**src/rtl/timer_entry_pkg.sv**
```systemverilog
// ============================================================================
//  Module      : timer_entry_pkg
//  Description : Shared definitions for the microwave timer keypad front end:
//                FSM state encoding, special key codes and BCD digit width.
//  Revision    : 1.0 - initial release
// ============================================================================
`default_nettype none

package timer_entry_pkg;

    // Width of one BCD digit on the buffer and load bus
    localparam int BCD_W = 4;

    // Non-digit key codes
    localparam logic [3:0] KEY_START = 4'hA;
    localparam logic [3:0] KEY_CLEAR = 4'hB;

    // Timer sequencing states
    typedef enum logic [1:0] {
        ST_IDLE  = 2'd0,
        ST_ENTRY = 2'd1,
        ST_LOAD  = 2'd2,
        ST_RUN   = 2'd3
    } state_t;

    // True for key codes 0-9
    function automatic logic is_digit(input logic [3:0] code);
        return (code <= 4'd9);
    endfunction

endpackage

`default_nettype wire

```
**src/rtl/timer_entry_if.sv**
```systemverilog
// ============================================================================
//  Module      : timer_entry_if
//  Description : Keypad / counter-load bus of the timer front end.
//                master : timer_entry (consumes keys and timer_zero, drives
//                         the counter load bus and status)
//                slave  : keypad, counter chain and display side
//  Signals     : key_valid, key_code, timer_zero, load_data, loadn, tmr_en,
//                disp_data, entry_active, running
//  Revision    : 1.0 - initial release
// ============================================================================
`default_nettype none

interface timer_entry_if #(
    parameter int NDIGITS = 4
);
    logic                 key_valid;
    logic [3:0]           key_code;
    logic                 timer_zero;
    logic [4*NDIGITS-1:0] load_data;
    logic                 loadn;
    logic                 tmr_en;
    logic [4*NDIGITS-1:0] disp_data;
    logic                 entry_active;
    logic                 running;

    modport master (
        input  key_valid, key_code, timer_zero,
        output load_data, loadn, tmr_en, disp_data, entry_active, running
    );

    modport slave (
        output key_valid, key_code, timer_zero,
        input  load_data, loadn, tmr_en, disp_data, entry_active, running
    );
endinterface

`default_nettype wire

```
**src/rtl/timer_entry_shift_reg.sv**
```systemverilog
// ============================================================================
//  Module      : entry_shift_reg
//  Description : NDIGITS x 4-bit BCD entry buffer. New digits enter at digit 0
//                and push older digits up; the oldest digit falls off the top
//                once the buffer is full. Keeps a saturating digit count.
//  Ports       : clk, clrn (async active-low reset)
//                clr    - empty the buffer (with shift: restart with digit)
//                shift  - shift digit in at position 0
//                digit  - BCD digit to shift in
//                buffer - current buffer contents, digit i at [4i+3:4i]
//  Revision    : 1.0 - initial release
// ============================================================================
`default_nettype none

module entry_shift_reg
    import timer_entry_pkg::*;
#(
    parameter int NDIGITS = 4
) (
    input  logic                     clk,
    input  logic                     clrn,
    input  logic                     clr,
    input  logic                     shift,
    input  logic [BCD_W-1:0]         digit,
    output logic [BCD_W*NDIGITS-1:0] buffer
);

    localparam int W     = BCD_W * NDIGITS;
    localparam int CNT_W = $clog2(NDIGITS + 1);
    localparam logic [CNT_W-1:0] CNT_FULL = CNT_W'(NDIGITS);

    logic [W-1:0]     buf_q;
    logic [CNT_W-1:0] count;

    always_ff @(posedge clk or negedge clrn) begin
        if (!clrn) begin
            buf_q <= '0;
            count <= '0;
        end else if (shift) begin
            if (clr) begin
                // First digit of a fresh entry
                buf_q <= {{(W-BCD_W){1'b0}}, digit};
                count <= CNT_W'(1);
            end else begin
                buf_q <= {buf_q[W-BCD_W-1:0], digit};
                if (count != CNT_FULL) begin
                    count <= count + 1'b1;
                end
            end
        end else if (clr) begin
            buf_q <= '0;
            count <= '0;
        end
    end

    assign buffer = buf_q;

endmodule

`default_nettype wire

```
**src/rtl/timer_entry.sv**
```systemverilog
// ============================================================================
//  Module      : timer_entry
//  Description : Keypad front end of the microwave timer. Collects BCD digits
//                into the entry buffer, sequences IDLE/ENTRY/LOAD/RUN and
//                drives the parallel-load interface of the digit counters.
//  Ports       : clk, clrn (async active-low reset)
//                bus (timer_entry_if.master): key_valid, key_code, timer_zero
//                in; load_data, loadn, tmr_en, disp_data, entry_active,
//                running out
//  Config      : TIMER_ENTRY_SEC_CLAMP_EN - when defined, a seconds value
//                above 59 is loaded as 59 (buffer itself is left untouched)
//  Revision    : 1.0 - initial release
// ============================================================================
`default_nettype none

module timer_entry
    import timer_entry_pkg::*;
#(
    parameter int NDIGITS = 4
) (
    input  logic          clk,
    input  logic          clrn,
    timer_entry_if.master bus
);

    localparam int W = BCD_W * NDIGITS;

    state_t       state;
    state_t       next_state;
    logic         first_run;
    logic         buf_clr;
    logic         buf_shift;
    logic [W-1:0] buffer;
    logic [W-1:0] load_value;

    logic         key_digit;
    logic         key_start;
    logic         key_clear;
    logic         buffer_zero;

    // Registered outputs and their next values
    logic [W-1:0] load_data_q;
    logic         loadn_q;
    logic         tmr_en_q;
    logic         entry_q;
    logic         running_q;
    logic [W-1:0] load_data_d;
    logic         loadn_d;
    logic         tmr_en_d;
    logic         entry_d;
    logic         running_d;

    assign key_digit   = bus.key_valid && is_digit(bus.key_code);
    assign key_start   = bus.key_valid && (bus.key_code == KEY_START);
    assign key_clear   = bus.key_valid && (bus.key_code == KEY_CLEAR);
    assign buffer_zero = (buffer == '0);

    entry_shift_reg #(
        .NDIGITS (NDIGITS)
    ) u_shift (
        .clk    (clk),
        .clrn   (clrn),
        .clr    (buf_clr),
        .shift  (buf_shift),
        .digit  (bus.key_code),
        .buffer (buffer)
    );

    // Seconds clamp applied only on the way to the counters
`ifdef TIMER_ENTRY_SEC_CLAMP_EN
    always_comb begin
        load_value = buffer;
        if (buffer[2*BCD_W-1:BCD_W] > 4'd5) begin
            load_value[2*BCD_W-1:BCD_W] = 4'd5;
            load_value[BCD_W-1:0]       = 4'd9;
        end
    end
`else
    assign load_value = buffer;
`endif

    // ------------------------------------------------------------------
    // State register (outputs registered alongside so they change with
    // the state they decode)
    // ------------------------------------------------------------------
    always_ff @(posedge clk or negedge clrn) begin
        if (!clrn) begin
            state       <= ST_IDLE;
            first_run   <= 1'b0;
            load_data_q <= '0;
            loadn_q     <= 1'b1;
            tmr_en_q    <= 1'b0;
            entry_q     <= 1'b0;
            running_q   <= 1'b0;
        end else begin
            state       <= next_state;
            // Counters only reflect the loaded value one cycle after LOAD,
            // so timer_zero is not trusted during the first RUN cycle.
            first_run   <= (state == ST_LOAD);
            load_data_q <= load_data_d;
            loadn_q     <= loadn_d;
            tmr_en_q    <= tmr_en_d;
            entry_q     <= entry_d;
            running_q   <= running_d;
        end
    end

    // ------------------------------------------------------------------
    // Next-state and buffer control
    // ------------------------------------------------------------------
    always_comb begin
        next_state = state;
        buf_clr    = 1'b0;
        buf_shift  = 1'b0;
        case (state)
            ST_IDLE: begin
                if (key_digit) begin
                    next_state = ST_ENTRY;
                    buf_clr    = 1'b1;
                    buf_shift  = 1'b1;
                end
            end
            ST_ENTRY: begin
                if (key_clear) begin
                    next_state = ST_IDLE;
                    buf_clr    = 1'b1;
                end else if (key_start) begin
                    if (!buffer_zero) begin
                        next_state = ST_LOAD;
                    end
                end else if (key_digit) begin
                    buf_shift = 1'b1;
                end
            end
            ST_LOAD: begin
                // Keys in this cycle are dropped
                next_state = ST_RUN;
            end
            ST_RUN: begin
                if (key_clear || (bus.timer_zero && !first_run)) begin
                    next_state = ST_IDLE;
                    buf_clr    = 1'b1;
                end
            end
            default: begin
                next_state = ST_IDLE;
            end
        endcase
    end

    // ------------------------------------------------------------------
    // Output decode of the upcoming state
    // ------------------------------------------------------------------
    always_comb begin
        loadn_d     = (next_state != ST_LOAD);
        tmr_en_d    = (next_state == ST_LOAD) || (next_state == ST_RUN);
        entry_d     = (next_state == ST_ENTRY);
        running_d   = (next_state == ST_RUN);
        load_data_d = load_data_q;
        if (next_state == ST_LOAD) begin
            load_data_d = load_value;
        end
    end

    assign bus.load_data    = load_data_q;
    assign bus.loadn        = loadn_q;
    assign bus.tmr_en       = tmr_en_q;
    assign bus.entry_active = entry_q;
    assign bus.running      = running_q;
    assign bus.disp_data    = buffer;

endmodule

`default_nettype wire
```
**src/flat_wrapper.sv**
```systemverilog
// flat-port wrapper written by rule: the top's interface ports become plain ports
module timer_entry_flat import timer_entry_pkg::*;
#(
    parameter int NDIGITS = 4
)
  (clk, clrn, bus_key_valid, bus_key_code, bus_timer_zero, bus_load_data, bus_loadn, bus_tmr_en, bus_disp_data, bus_entry_active, bus_running);
  timer_entry_if #(.NDIGITS(NDIGITS)) bus_i ();
  input  logic clk;
  input  logic clrn;
  input wire logic [$bits(bus_i.key_valid)-1:0] bus_key_valid;
  input wire logic [$bits(bus_i.key_code)-1:0] bus_key_code;
  input wire logic [$bits(bus_i.timer_zero)-1:0] bus_timer_zero;
  output wire logic [$bits(bus_i.load_data)-1:0] bus_load_data;
  output wire logic [$bits(bus_i.loadn)-1:0] bus_loadn;
  output wire logic [$bits(bus_i.tmr_en)-1:0] bus_tmr_en;
  output wire logic [$bits(bus_i.disp_data)-1:0] bus_disp_data;
  output wire logic [$bits(bus_i.entry_active)-1:0] bus_entry_active;
  output wire logic [$bits(bus_i.running)-1:0] bus_running;
  assign bus_i.key_valid = bus_key_valid;
  assign bus_i.key_code = bus_key_code;
  assign bus_i.timer_zero = bus_timer_zero;
  assign bus_load_data = bus_i.load_data;
  assign bus_loadn = bus_i.loadn;
  assign bus_tmr_en = bus_i.tmr_en;
  assign bus_disp_data = bus_i.disp_data;
  assign bus_entry_active = bus_i.entry_active;
  assign bus_running = bus_i.running;
  timer_entry #(.NDIGITS(NDIGITS)) u_core (.clk(clk), .clrn(clrn), .bus(bus_i));
endmodule
```
**config.mk**
```make
export PLATFORM = sky130hd
export DESIGN_NAME = timer_entry_flat
export DESIGN_NICKNAME = d
export VERILOG_FILES = /design/src/rtl/timer_entry_pkg.sv /design/src/rtl/timer_entry_if.sv /design/src/rtl/timer_entry_shift_reg.sv /design/src/rtl/timer_entry.sv /design/src/flat_wrapper.sv
export SDC_FILE = /design/constraint.sdc
export NUM_CORES = 1
export LEC_CHECK = 0
export CAP_MARGIN = 20
export CORE_ASPECT_RATIO = 0.9
export CORE_MARGIN = 1
export CORE_UTILIZATION = 41
export CTS_CLUSTER_SIZE = 30
export DETAILED_ROUTE_END_ITERATION = 8
export PLACE_DENSITY = 0.76
export SYNTH_ARGS = -nofsm -noshare
export SYNTH_HDL_FRONTEND = slang
export SYNTH_HIERARCHICAL = 1
export SYNTH_SLANG_ARGS = --single-unit
```
**constraint.sdc**
```tcl
create_clock -name clk -period 1.7 [get_ports clk]
set_input_delay 0.255 -clock clk [delete_from_list [all_inputs] [get_ports clk]]
set_output_delay 0.255 -clock clk [all_outputs]
set_load 0.01 [all_outputs]
```
==> qor.csv, run 1 <==
metric;value;unit
drt_pre_antenna_iters;4;
drcViolationCount;0;
rsz0062_at_grt;yes;
cts_htree_levels;2;
cts_tree;yes;
period_share;101;%
io_pins;44;
die_height;61.5;um
gp_congestion;0.814;
drive_above_1_share;33.2;%
fin_skew;0.00607;ns
ir_worst_vdd;890;uV
cp.arrival;1.90;ns
worst_slack;-0.0182;ns
synthCells;114;
grt_max_degree;38;
synth_enable_flop_cells;0;
timing.max_cap.violations;0;
gr-usage-all-layers;19.7;%
finalWirelength;3.64;mm
synth_top_area_share;57.4;%
worst_slew_pin_slew;0.824;ns
status;finished with violations;
numCtsBuffers;5;
antenna_left;0;
yosysMostFrequentCell;dfrtp_1;
grt_antenna_before_repair;0;
yosys.area.top_type;dfrtp_1;
total_power;3.85;mW
syn_nets;122;
crit_path_end_kind;flop;
holdWs;0.0603;ns
fmax;0.582;GHz
dp_cells;228;
slew_headroom;45.1;%
ys.warnings.count;6;
finalMaxSlewViolations;0;
clkTransAtPathRegs;0.07;ns
synthTopCellsByCount;dfrtp_1, nor2_1, mux2i_1;
synthFlopType;dfrtp_1;
dieArea;0.00419;sq mm
violations;setup timing;
nets;197;
root_buffer;clkbuf_8;
power_density;1610;mW/mm^2
antennaDiodeCount;0;
num-fill-cells;288;
drt_iter0_markers;58;
criticalPathCategory;flop to flop;
port_buffers;43;
syn_area_per_cell;14.2;sq um
area_growth;48.0;%
final_cell_count_no_fill;236;
grt_overflow;0;
worstPathRequired;1.88;ns
worst_skew_pair.late_latency;0.29;ns
cp_max_fo;11;
post_cts.repair.setup_buffers;0;
min_period;1.72;ns
multiInputGateArea;623;sq um
wl_per_cell;15.4;um
clock-sinks;38;
avgViaCountPerCell;5.12;
dieWidth;68.1;um
core-area;0.00373;sq mm
worst_setup_path_start_kind;flop;
synthArstFlopShare;100;%
clockBufferDepth;2;
postSynthRegisterBits;38;
rows;21;
vias;1209;
yosys-top-cells-area;dfrtp_1, mux2i_1, mux2_4;
area.sequential;952;sq um
hold_viol_final;0;
hpwl;2.65;mm
grt_pass1_vias;1228;
ys_types;25;
finalSetupViolations;8;
hold_class;input port to asynchronous set/reset pin;
leakage;1.18;nW
seq_area_frac_synth;59.0;%
grt_pass1_wl;5.75;mm
start_util;43.3;%
syn_area;0.00161;sq mm
postCtsHoldBufs;0;
[kinds of logic after synthesis]
group / count (synthesis) / synth area share, %
simple gates: 29 / 10.5
compound gates: 12 / 5.35
buf+inv: 6 / 3.95
mux: 29 / 21.2
flops: 38 / 59.0
[per-layer routing]
metal	global-route usage, %	vias to the layer above	part of all wire [%]
li1	-	556	-
met1	25.5	609	46
met2	30.4	37	48
met3	5.00	7	4.8
met4	10.4	0	1.5
met5	0	-	0
[layout by cell type (no fill, tap or decap), drive strengths merged]
cell / instances
a211oi: 1
a21boi: 1
a21oi: 2
a22o: 4
a31oi: 1
and3: 1
and4: 1
and4b: 1
buf: 30
clkbuf: 8
clkdlybuf4s50: 42
dfrtp: 37
dfstp: 1
inv: 2
mux2: 17
mux2i: 12
nand2: 3
nand2b: 2
nand3: 1
nand3b: 1
nor2: 14
nor3b: 1
nor4: 4
o21ai: 3
[what timing repair did]
action                     CTS  global route
gates resized for setup      2             4
setup endpoints to repair   16            21
pin swaps                    3             0
[sequential cells by signal, summed over array words and instances (netlist names)]
register	flops
u_core/bus.load_data	16
u_core/bus.entry_active	1
u_core/u_shift/buffer	16
u_core/state	2
u_core/first_run	1
u_core/bus.loadn	1
u_core/bus.running	1
[final cells by class]
cell class                      count  area share [%]
Sequential cell                    38            39.9
Timing Repair Buffer               72            28.0
Multi-Input combinational cell     70            26.1
Clock buffer                        8            3.35
Tap cell                           46            2.41
Inverter                            2           0.314
[path summary, 6_finish.rpt]
path | start | endpoint | slack (ns) | cells after the start
worst max-delay path | u_core/u_shift/buffer[7]$_DFFE_PN0P_ | u_core/bus.load_data[10]$_DFFE_PN0N_ | -0.02 | 5
worst min-delay path | clrn | u_core/bus.entry_active$_DFF_PN0_ | 0.06 | 1
worst max register to register | u_core/u_shift/buffer[7]$_DFFE_PN0P_ | u_core/bus.load_data[10]$_DFFE_PN0N_ | -0.02 | 5
worst min register to register | u_core/bus.load_data[0]$_DFFE_PN0N_ | u_core/bus.load_data[0]$_DFFE_PN0N_ | 0.50 | 1
max in group asynchronous | clrn | u_core/bus.load_data[6]$_DFFE_PN0N_ | 1.08 | 2
min in group clk | u_core/bus.load_data[0]$_DFFE_PN0N_ | u_core/bus.load_data[0]$_DFFE_PN0N_ | 0.50 | 1
[metrics by stage]
| stage | setup WS (ns) | instance area [sq um] | util, % | TNS (ns) |
|---|---|---|---|---|
| floorplan | 0.0284 | 1610 | - | 0 |
| global placement | -0.146 | 2280 | 61.2 | -1.91 |
| detailed placement | -0.294 | 2280 | 61.2 | -4.72 |
| CTS | -0.0372 | 2380 | 63.7 | -0.268 |
| global route | -0.0853 | 2390 | 64.0 | -0.834 |
| finish | -0.0182 | 2390 | 64.0 | -0.105 |
[power breakdown]
part	switching (mW)	total, mW	internal, mW
clock network	0.284	0.575	0.291
registers	0.210	1.44	1.23
logic	0.731	1.84	1.11
[worst max-delay path, cell delays in order (launching register included)]
cell and delay (ns):
dfrtp_1 0.39, nor4_2 0.29, and4_1 0.26, nand3b_4 0.19, buf_12 0.15, mux2_2 0.33
(Power assumes the default switching activity.)
==> run 2: changes to the inputs <==
CORE_UTILIZATION = 42   (was 41)
CTS_CLUSTER_DIAMETER = 150   (was not set)
PLACE_DENSITY = 0.78   (was 0.76)
==> qor.csv, run 2 (synthesis results as in run 1) <==
metric;value;unit
numCtsBuffers;5;
core-area;0.00353;sq mm
rr_endpoint;u_core/bus.load_data[0]$_DFFE_PN0N_;
slew_headroom;68.5;%
grt_pass1_wl;6.18;mm
rows;20;
drt_pre_antenna_iters;4;
vias;1214;
use_met2;34.9;%
clock-sinks;38;
max_stage_delay;0.40;ns
drt_iter0_markers;91;
fmax;0.586;GHz
min_period;1.71;ns
worst_slew_pin_slew;0.472;ns
crit_path_end_kind;flop;
grt_pass1_vias;1238;
num-fill-cells;253;
worst_skew_pair.late_latency;0.30;ns
crit_family;simple AND/OR/NAND/NOR gates;
drcViolationCount;0;
multiInputGateArea;637;sq um
clkTransAtPathRegs;0.07;ns
timing.max_cap.violations;0;
dieArea;0.00410;sq mm
hpwl;2.64;mm
root_buffer;clkbuf_8;
antenna_left;0;
die_height;60.8;um
area.sequential;953;sq um
power_density;1640;mW/mm^2
top_usage_layer;met2;
reg2regPathDepth;5;
nets;202;
period_share;100;%
rrSetupSlack;-0.007;ns
critPathBufInv;1;
cts_htree_levels;2;
wl_per_cell;16.1;um
final_common_cell;clkdlybuf4s50_1;
worst_setup_path_start_kind;flop;
rsz0062_at_grt;yes;
gr-usage-met3;8.08;%
total_power;4.00;mW
ir_worst_vdd;863;uV
port_buffers;43;
worstPathRequired;1.88;ns
gr-usage-all-layers;21.5;%
status;finished with violations;
antennaDiodeCount;0;
cts_tree;yes;
hold_viol_final;8;
cp_max_fo;5;
start_util;45.7;%
cp.arrival;1.89;ns
clockBufferDepth;2;
grt_antenna_before_repair;0;
leakage;1.24;nW
drive_above_1_share;36.4;%
avgViaCountPerCell;5.08;
finalMaxSlewViolations;0;
critPathSlowestCell;dfrtp_1;
dieWidth;67.3;um
grt.met1_usage;27.2;%
grt_max_degree;39;
violations;hold timing, setup timing;
r2r-start;u_core/u_shift/buffer[0]$_DFFE_PN0P_;
holdWs;-0.00377;ns
io_pins;44;
fin_skew;0.00521;ns
gp_congestion;0.828;
worst_slack;-0.00671;ns
area_growth;51.6;%
finalSetupViolations;3;
criticalPathCategory;flop to flop;
grt_overflow;0;
final_cell_mix;clkdlybuf4s50_1, dfrtp_1, buf_4;
cp_cell_sequence;nor4_1 > and4_1 > nand3b_4 > buf_6 > mux2_2;
hold_class;input port to asynchronous set/reset pin;
finalWirelength;3.85;mm
-- run 2: cell count changes in the layout (fill, tap and decap cells not counted), moves of 2 or more --
cell	delta
buf_4	+4
buf_6	+2
clkbuf_1	-2
mux2_2	-4
mux2_4	+4
-- run 2: worst reg2reg max path, cell delays in order, from the launching register on --
cell      delay (ns)
dfrtp_1         0.40
nor4_1          0.31
and4_1          0.25
nand3b_4        0.17
buf_6           0.14
mux2_2          0.33
-- run 2: what timing repair did --
item | CTS | global route
gates resized for setup | 8 | 6
endpoints found under the setup margin | 16 | 22
pin swaps | 2 | 0
gates cloned | 1 | 0
setup buffers | 3 | 0
hold buffers | 0 | 0
-- run 2: report_power, final --
part	switching [mW]	total, mW	internal [mW]
Clock	0.321	0.648	0.327
Combinational	0.748	1.90	1.15
Sequential	0.226	1.46	1.23
-- run 2: layer usage --
layer	vias up	part of all wire (%)
met1	609	46
met2	40	48
met3	4	5.3
met4	0	0.93
met5	-	0
li1	561	-
-- run 2: metrics by stage --
| stage | area (sq um) | setup WS (ns) | std cells | setup TNS (ns) | util (%) |
|---|---|---|---|---|---|
| final | 2450 | -0.00671 | 239 | -0.0142 | 69.4 |
| after detailed placement | 2280 | -0.245 | 227 | -5.35 | 64.5 |
| after global routing | 2450 | -0.0828 | 239 | -1.02 | 69.4 |
| after CTS | 2430 | -0.0236 | 239 | -0.186 | 68.8 |
| after global placement | 2280 | -0.207 | 227 | -4.47 | 64.5 |
| after floorplan | 1610 | 0.0284 | 114 | 0 | - |
-- run 2: cell type report --
type	count	share of cell area [%]
sequential	38	39.0
timing repair buffer	77	28.7
multi-input combinational	70	26.0
clock buffer	7	3.53
tap	44	2.25
inverter	2	0.307
clock inverter	1	0.204
-- run 2: worst max path at each step --
stage	startpoint	endpoint	slack, ns	depth (start not counted)
2_1_floorplan	u_core/u_shift/buffer[1]$_DFFE_PN0P_	u_core/bus.load_data[1]$_DFFE_PN0N_	0.03	5
3_3_place_gp	bus_key_code[2]	u_core/u_shift/buffer[0]$_DFFE_PN0P_	-0.21	7
3_5_place_dp	bus_key_code[2]	u_core/u_shift/buffer[1]$_DFFE_PN0P_	-0.25	7
4_1_cts	u_core/u_shift/buffer[14]$_DFFE_PN0P_	u_core/bus.load_data[10]$_DFFE_PN0N_	-0.02	5
5_1_grt	u_core/u_shift/buffer[14]$_DFFE_PN0P_	u_core/bus.load_data[9]$_DFFE_PN0N_	-0.08	5
6_report	u_core/u_shift/buffer[0]$_DFFE_PN0P_	u_core/bus.load_data[0]$_DFFE_PN0N_	-0.007	5
==> run 3: changes to the inputs <==
SETUP_SLACK_MARGIN = 0.5   (was not set)
==> qor.csv, run 3 (synthesis results as in run 1) <==
metric;value;unit
hold_viol_final;0;
hpwl;2.84;mm
vias;1492;
drt_pre_antenna_iters;4;
combPwrFrac;59.2;%
core-area;0.00353;sq mm
crit_path_end_kind;flop;
worst_slack;-0.0724;ns
total_power;5.17;mW
drcViolationCount;0;
cp_max_fo;6;
worst_setup_path_start_kind;flop;
fmax;0.564;GHz
grt_overflow;0;
period_share;104;%
pre_cts_slack;-0.185;ns
p_sw;1.84;mW
min_period;1.77;ns
avgViaCountPerCell;5.51;
switching_share;35.5;%
p_seq_share;29.4;%
area_growth;88.8;%
antennaDiodeCount;0;
worstPathRequired;1.88;ns
status;finished with violations;
grt_pass1_vias;1423;
finalSetupViolations;16;
grt_pass1_wl;7.58;mm
grt_max_degree;24;
reg2regPathDepth;5;
grt_antenna_before_repair;0;
cts_tree;yes;
critPathBufInv;1;
final_cell_mix;buf_6, dfrtp_1, buf_4;
gr-usage-all-layers;27.2;%
worst_skew_pair.late_latency;0.30;ns
gp_congestion;0.740;
cp_num_cells;5;
power_density;1700;mW/mm^2
cp_cell_sequence;nor4_2 > and4_1 > nand3b_4 > buf_6 > mux2_4;
critPathSlowestCell;dfrtp_1;
rsz0062_at_grt;yes;
final_util;86.3;%
setup-tns-final;-1.07;ns
nets;235;
drive_above_1_share;70.5;%
worst_slew_pin_slew;0.325;ns
leakage;1.52;nW
final_common_cell;buf_6;
finalWirelength;6.03;mm
drt_iter0_markers;106;
ir_worst_vdd;1190;uV
clkTransAtPathRegs;0.07;ns
timing.max_cap.violations;0;
cts_htree_levels;2;
io_pins;44;
p_int;3.34;mW
antenna_left;0;
holdWs;0.429;ns
criticalPathCategory;flop to flop;
root_buffer;clkbuf_8;
finalMaxSlewViolations;0;
hold_class;input port to asynchronous set/reset pin;
rows;20;
max_stage_delay;0.41;ns
clockBufferDepth;2;
clock-sinks;38;
slew_headroom;78.4;%
dieWidth;67.3;um
numCtsBuffers;5;
crit_family;simple AND/OR/NAND/NOR gates;
start_util;45.7;%
clkPwrFrac;11.4;%
wl_per_cell;22.3;um
dieArea;0.00410;sq mm
cp.arrival;1.96;ns
die_height;60.8;um
fin_skew;0.00312;ns
num-fill-cells;154;
violations;setup timing;
port_buffers;43;
run 3: cell types whose count changed in the layout (fill, tap and decap cells not counted), moves of 3 or more:
cell and delta:
buf_6 +45, clkdlybuf4s50_1 -40, mux2i_1 -12, nor2_1 -11, clkdlybuf4s15_1 +10, clkbuf_2 +8, mux2i_2 +6, mux2i_4 +6
nor2_2 +6, dlygate4sd2_1 +5, nor2_4 +5, mux2_2 -4, mux2_4 +4, buf_12 +3
run 3: timing repair:
action,CTS,global route
resized for setup,186,37
hold buffers,1,0
setup buffers,20,16
pin swaps,7,6
endpoints found under the setup margin,73,80
hold endpoints to repair,21,0
cloned,0,2
run 3: cell type report:
cell class,count,area (sq um),area share (%)
repair buffers,110,1100,36.1
flip-flops and latches,38,953,31.3
multi-input cells,70,851,27.9
clock buffers,7,76.3,2.51
well taps,44,55.1,1.81
inverters,2,10.0,0.329
run 3: worst paths after layout:
| check | start | end | slack [ns] |
|---|---|---|---|
| setup / recovery | u_core/u_shift/buffer[15]$_DFFE_PN0P_ | u_core/bus.load_data[0]$_DFFE_PN0N_ | -0.07 |
| min in group clk | bus_key_code[2] | u_core/u_shift/buffer[2]$_DFFE_PN0P_ | 0.47 |
| hold reg to reg | u_core/bus.load_data[13]$_DFFE_PN0N_ | u_core/bus.load_data[13]$_DFFE_PN0N_ | 0.52 |
| setup reg to reg | u_core/u_shift/buffer[15]$_DFFE_PN0P_ | u_core/bus.load_data[0]$_DFFE_PN0N_ | -0.07 |
| max in group asynchronous | clrn | u_core/u_shift/buffer[2]$_DFFE_PN0P_ | 0.73 |
| hold / removal | clrn | u_core/bus.load_data[12]$_DFFE_PN0N_ | 0.43 |
run 3: power groups by stage:
stage                     logic (mW)  registers [mW]  clock network (mW)
after global placement          1.83            1.41                   0
final                           3.06            1.52               0.589
after floorplan                0.553            1.64                   0
after CTS                       2.51            1.46               0.588
after detailed placement        1.89            1.44                   0
after global routing            3.18            1.55               0.635
run 3: per-layer routing:
metal	wire [um]	global-route usage [%]	vias to the layer above	share of wire, %
li1	-	-	632	-
met5	0	0	-	0
met2	3070	45.3	96	51
met3	390	6.77	26	6.5
met4	289	9.12	0	4.8
met1	2290	34.7	738	38
run 3: stage by stage:
stage / instances / area, sq um
3_3_place_gp: 225 / 2320
2_1_floorplan: 114 / 1640
3_5_place_dp: 225 / 2320
5_1_grt: 271 / 3050
4_1_cts: 253 / 2790
6_report: 271 / 3050
